$ cat config.mk
export PLATFORM = sky130hd
export DESIGN_NAME = cacheline_adaptor
export DESIGN_NICKNAME = d
export VERILOG_FILES = /design/src/rtl/cache_pkg.sv /design/src/rtl/cacheline_adaptor.sv
export SDC_FILE = /design/constraint.sdc
export NUM_CORES = 2
export LEC_CHECK = 0
export ABC_AREA = 1
export CAP_MARGIN = 30
export CORE_MARGIN = 2
export CORE_UTILIZATION = 40
export CTS_BUF_LIST = sky130_fd_sc_hd__clkbuf_2 sky130_fd_sc_hd__clkbuf_4 sky130_fd_sc_hd__clkbuf_8
export DETAILED_ROUTE_END_ITERATION = 7
export GPL_TIMING_DRIVEN = 0
export HOLD_SLACK_MARGIN = 0.1
export PLACE_DENSITY = 0.68
export SETUP_SLACK_MARGIN = 0.2
export SLEW_MARGIN = 0
export SYNTH_ARGS = -nofsm -noshare
export SYNTH_HDL_FRONTEND = slang
export SYNTH_SLANG_ARGS = --single-unit
export TNS_END_PERCENT = 100
$ cat constraint.sdc
create_clock -name clk -period 3 [get_ports clk]
set_clock_uncertainty 0.2 [all_clocks]
set_input_delay 0.45 -clock clk [delete_from_list [all_inputs] [get_ports clk]]
set_output_delay 0.45 -clock clk [all_outputs]
set_load 0.02 [all_outputs]
$ cat src/rtl/cache_pkg.sv
// Shared constants, adaptor state encoding and address helper for the L2-side
// cacheline adaptor; reused by the L2 controller and its bench.
package cache_pkg;

  localparam int LINE_W  = 256;
  localparam int BURST_W = 64;
  localparam int TAG_W   = 27;
  localparam int ADDR_W  = 32;
  localparam int BEATS   = LINE_W / BURST_W;
  localparam int CNT_W   = $clog2(BEATS);

  typedef enum logic [1:0] {
    IDLE = 2'd0,
    RD   = 2'd1,
    WR   = 2'd2,
    DONE = 2'd3
  } adaptor_state_e;

  // Lines are aligned, so the byte offset below the tag is always zero.
  function automatic logic [ADDR_W-1:0] tag_to_addr(input logic [TAG_W-1:0] tag);
    return {tag, {(ADDR_W-TAG_W){1'b0}}};
  endfunction

endpackage

$ cat src/rtl/cacheline_adaptor.sv
// Bridges single-line arbiter requests to BEATS-long bursts on the physical
// memory bus: reads assemble a line, writes split one lowest beat first.
//
//  state | meaning
//  IDLE  | waiting for read_i/write_i; write wins if both are high
//  RD    | pmem_read held, one beat stored per pmem_resp
//  WR    | pmem_write held, next beat presented after each pmem_resp
//  DONE  | one-cycle resp_o, beat counter cleared, requests ignored
module cacheline_adaptor
  import cache_pkg::*;
(
  input  logic               clk,
  input  logic               rst,
  input  logic [TAG_W-1:0]   tag_i,
  input  logic               read_i,
  input  logic               write_i,
  input  logic [LINE_W-1:0]  line_i,
  output logic [LINE_W-1:0]  line_o,
  output logic               resp_o,
  output logic [ADDR_W-1:0]  pmem_addr,
  output logic               pmem_read,
  output logic               pmem_write,
  output logic [BURST_W-1:0] pmem_wdata,
  input  logic [BURST_W-1:0] pmem_rdata,
  input  logic               pmem_resp
);

  adaptor_state_e     r_state;
  logic [CNT_W-1:0]   r_cnt;
  logic [LINE_W-1:0]  r_buf;
  logic [LINE_W-1:0]  r_line;
  logic [ADDR_W-1:0]  r_addr;
  logic [BURST_W-1:0] r_wdata;
  logic               r_resp;
  logic               r_pread;
  logic               r_pwrite;

  logic               w_last;
  logic [CNT_W-1:0]   w_cnt_nxt;
  logic [LINE_W-1:0]  w_buf_rd;

  assign w_last    = (r_cnt == CNT_W'(BEATS-1));
  assign w_cnt_nxt = r_cnt + CNT_W'(1);

  // Buffer with the incoming beat merged in, so the last beat can go straight to line_o.
  always_comb begin
    w_buf_rd = r_buf;
    w_buf_rd[r_cnt*BURST_W +: BURST_W] = pmem_rdata;
  end

  always_ff @(posedge clk) begin
    if (rst) begin
      r_state  <= IDLE;
      r_cnt    <= '0;
      r_buf    <= '0;
      r_line   <= '0;
      r_addr   <= '0;
      r_wdata  <= '0;
      r_resp   <= 1'b0;
      r_pread  <= 1'b0;
      r_pwrite <= 1'b0;
    end else begin
      r_resp <= 1'b0;
      unique case (r_state)
        IDLE: begin
          if (write_i) begin
            r_state  <= WR;
            r_pwrite <= 1'b1;
            r_buf    <= line_i;
            r_wdata  <= line_i[BURST_W-1:0];
            r_addr   <= tag_to_addr(tag_i);
            r_cnt    <= '0;
          end else if (read_i) begin
            r_state <= RD;
            r_pread <= 1'b1;
            r_addr  <= tag_to_addr(tag_i);
            r_cnt   <= '0;
          end
        end
        RD: begin
          if (pmem_resp) begin
            r_buf <= w_buf_rd;
            r_cnt <= w_cnt_nxt;
            if (w_last) begin
              r_line  <= w_buf_rd;
              r_pread <= 1'b0;
              r_resp  <= 1'b1;
              r_state <= DONE;
            end
          end
        end
        WR: begin
          if (pmem_resp) begin
            r_cnt <= w_cnt_nxt;
            if (w_last) begin
              r_pwrite <= 1'b0;
              r_resp   <= 1'b1;
              r_state  <= DONE;
            end else begin
              r_wdata <= r_buf[w_cnt_nxt*BURST_W +: BURST_W];
            end
          end
        end
        DONE: begin
          r_cnt   <= '0;
          r_state <= IDLE;
        end
        default: r_state <= IDLE;
      endcase
    end
  end

  assign line_o     = r_line;
  assign resp_o     = r_resp;
  assign pmem_addr  = r_addr;
  assign pmem_read  = r_pread;
  assign pmem_write = r_pwrite;
  assign pmem_wdata = r_wdata;

endmodule

==> flow_summary.ini <==
[synth]
ys.flop_type = dfxtp_1
synth_top_family_by_area = simple AND/OR/NAND/NOR gates
synth_top_area_share_pct = 34.2
synth-xor-area-share_pct = 0
async_reset_ff_share_pct = 0
synth.avg_cell_area_um2 = 5.62
synthTopCellsByArea = dfxtp_1 (34%), nand2_1 (21%), inv_1 (13%)
ys_seq_area_share_pct = 34.2
yosys-top-cells-count = nand2_1 (2,009), inv_1 (1,228), nor2_1 (978), dfxtp_1 (610), a21oi_1 (517)
yosysTopAreaCell = dfxtp_1
ys_ff_latch = 610
synth_compound_area_share_pct = 11.3
synthDistinctLibCells = 22
syn_area_um2 = 35700
yosysMostFrequentCell = nand2_1
synthSimpleGateAreaFrac_pct = 35.6
synth_cells = 6351
muxShareOfSynthArea_pct = 0
synthAdderAreaFrac_pct = 0.316
synth_edf_count = 0
yosysWarnings = 0

[floorplanning]
rows = 109
coreArea_um2 = 88400
die_area_um2 = 91600
io_pins = 707
die-width_um = 303
start_util_pct = 40.4
die_y_um = 303

[sta]
tightest_slew_ns = 0.918
rsz0062_at_grt = true
relSlewSlack_pct = 38.6
period_minus_slack_ns = 2.84
clock.fmax_ghz = 0.352
holdWs_ns = 0.155
finalHoldViolCount = 0
slew_violations = 0
period_share_pct = 94.8
finalSetupViolations = 0
setup_slack_ns = 0.156

[placed_design]
io_buffer_count = 700
pre_cts_ws_ns = -0.569
place_hpwl_mm = 135
place_area_um2 = 44300
dp_cells = 8227
gp_congestion = 1.01

[status]
status = completed

[clock_network]
cts-root-buf = clkbuf_8
clkSlewWorstSetupHoldPaths_ns = 0.07
cts_max_path_buffers = 3
htree_levels = 3
clk-insertion-delay-late_ns = 0.75
cts_tree = done
clock-sinks = 610
numCtsBuffers = 114

[finish]
fin_cells = 8467
drive_above_1_share_pct = 6.51
fill_cells = 9320
seq_area_um2 = 12200
multi_input_area_um2 = 16900
final_cell_area_um2 = 47300
area_growth_pct = 32.8
post-route-util_pct = 53.6
finalNetCount = 7564

[route]
avgRoutedWirePerCell_um = 20.6
vias = 42400
first_iter_violations = 4397
routed_wl_mm = 174
ant_nets = 0
drc = 0
firstDrtPassIters = 7
via_per_inst = 5.01

[global_route]
overflow = 0
grt_max_degree = 16
use_met3_pct = 8.21
antenna_found_initial = 16
grt_use_met1_pct = 45.1
grt_use_met2_pct = 59.5
grt_pass1_vias = 38700
grt.busiest_layer = met2
track_usage_pct = 36.6
grt_pass1_wl_mm = 247

[min_path]
hold_class = in2reg

[worst_setup_path]
cp_max_fo = 10
endpoint_kind = flip-flop
required_ns = 3.39
path_class = reg2reg
cp-start-kind = flip-flop
cp_data_arrival_time_ns = 3.24

[power_and_ir_drop]
peakVddDrop_mv = 0.596
p_per_area_nw_per_um2 = 931
leakagePower_nw = 24.9

[job]
drv_cap = 0
## registers in the layout (all words and copies together) (netlist names)
register and flops:
pmem_addr 27, resp_o 1, pmem_read 1, line_o 256, pmem_write 1, pmem_wdata 64
r_buf 256, r_cnt 2, r_state 2
## cell type report
| cell class | count | share of cell area, % |
|---|---|---|
| plain buffers | 409 | 4.42 |
| well taps | 1165 | 3.08 |
| multi-input cells | 4101 | 35.7 |
| clock buffers | 195 | 5.36 |
| clock inverters | 10 | 0.201 |
| flip-flops and latches | 610 | 25.8 |
| diodes | 10 | 0.0529 |
| repair buffers | 732 | 15.6 |
| inverters | 1235 | 9.81 |
## worst max-delay path, stage by stage, from the launching register on
cell and delay [ns]:
dfxtp_1 0.31, inv_1 0.10, ha_1 0.33, buf_4 0.34, buf_4 0.40, buf_2 0.38
nor2_1 0.09, nor2_1 0.39, a21oi_1 0.14
## kinds of logic after synthesis
| logic type | count (synthesis) |
|---|---|
| other cells | 1 |
| fa+ha+maj | 9 |
| buf+inv | 1644 |
| flops | 610 |
| simple gates | 3282 |
| compound gates | 805 |
## final timing paths
check                                 from             to  slack [ns]  cells past startpoint
worst max register to register  r_state[1]     r_buf[230]        0.16                      8
worst max-delay path            r_state[1]     r_buf[230]        0.16                      8
worst min-delay path             tag_i[25]  pmem_addr[30]        0.15                      3
worst min register to register   pmem_read      pmem_read        0.27                      2
## power by group
part	switching, mW	internal [mW]	total, mW
registers	1.62	10.3	11.9
clock network	3.97	5.37	9.34
logic	15.9	6.95	22.8
## cell usage in the layout (no fill, tap or decap), drive strengths merged, types with 248 or more instances in the layout
cell type         n
o21ai           288
nor2            983
clkbuf          372
a21oi           517
buf             248
clkdlybuf4s50   700
nand2          2011
inv            1236
dfxtp           610
nand3           258
## routing by layer
layer  share of wire, %  vias to the layer above
li1                   -                    20400
met1                 39                    19300
met2                 45                     2169
met3                 10                      455
met4                5.8                       12
met5              0.043                        -
## repair_timing
item | 4_1_cts | 5_1_grt
buffers inserted | 8 | 1
resized for setup | 37 | 43
endpoints found under the setup margin | 574 | 453
pin swaps | 3 | 2
endpoints found under the hold margin | 16 | 0
hold buffers | 16 | 0
## stage by stage
step / setup TNS, ns / power [mW]
floorplan: 0 / 25.3
global placement: -241.14 / 33.5
detailed placement: -177.07 / 33.8
CTS: 0 / 43.4
global route: 0 / 46.7
finish: 0 / 44.1
Note: power is estimated with default switching activity, not from simulation.
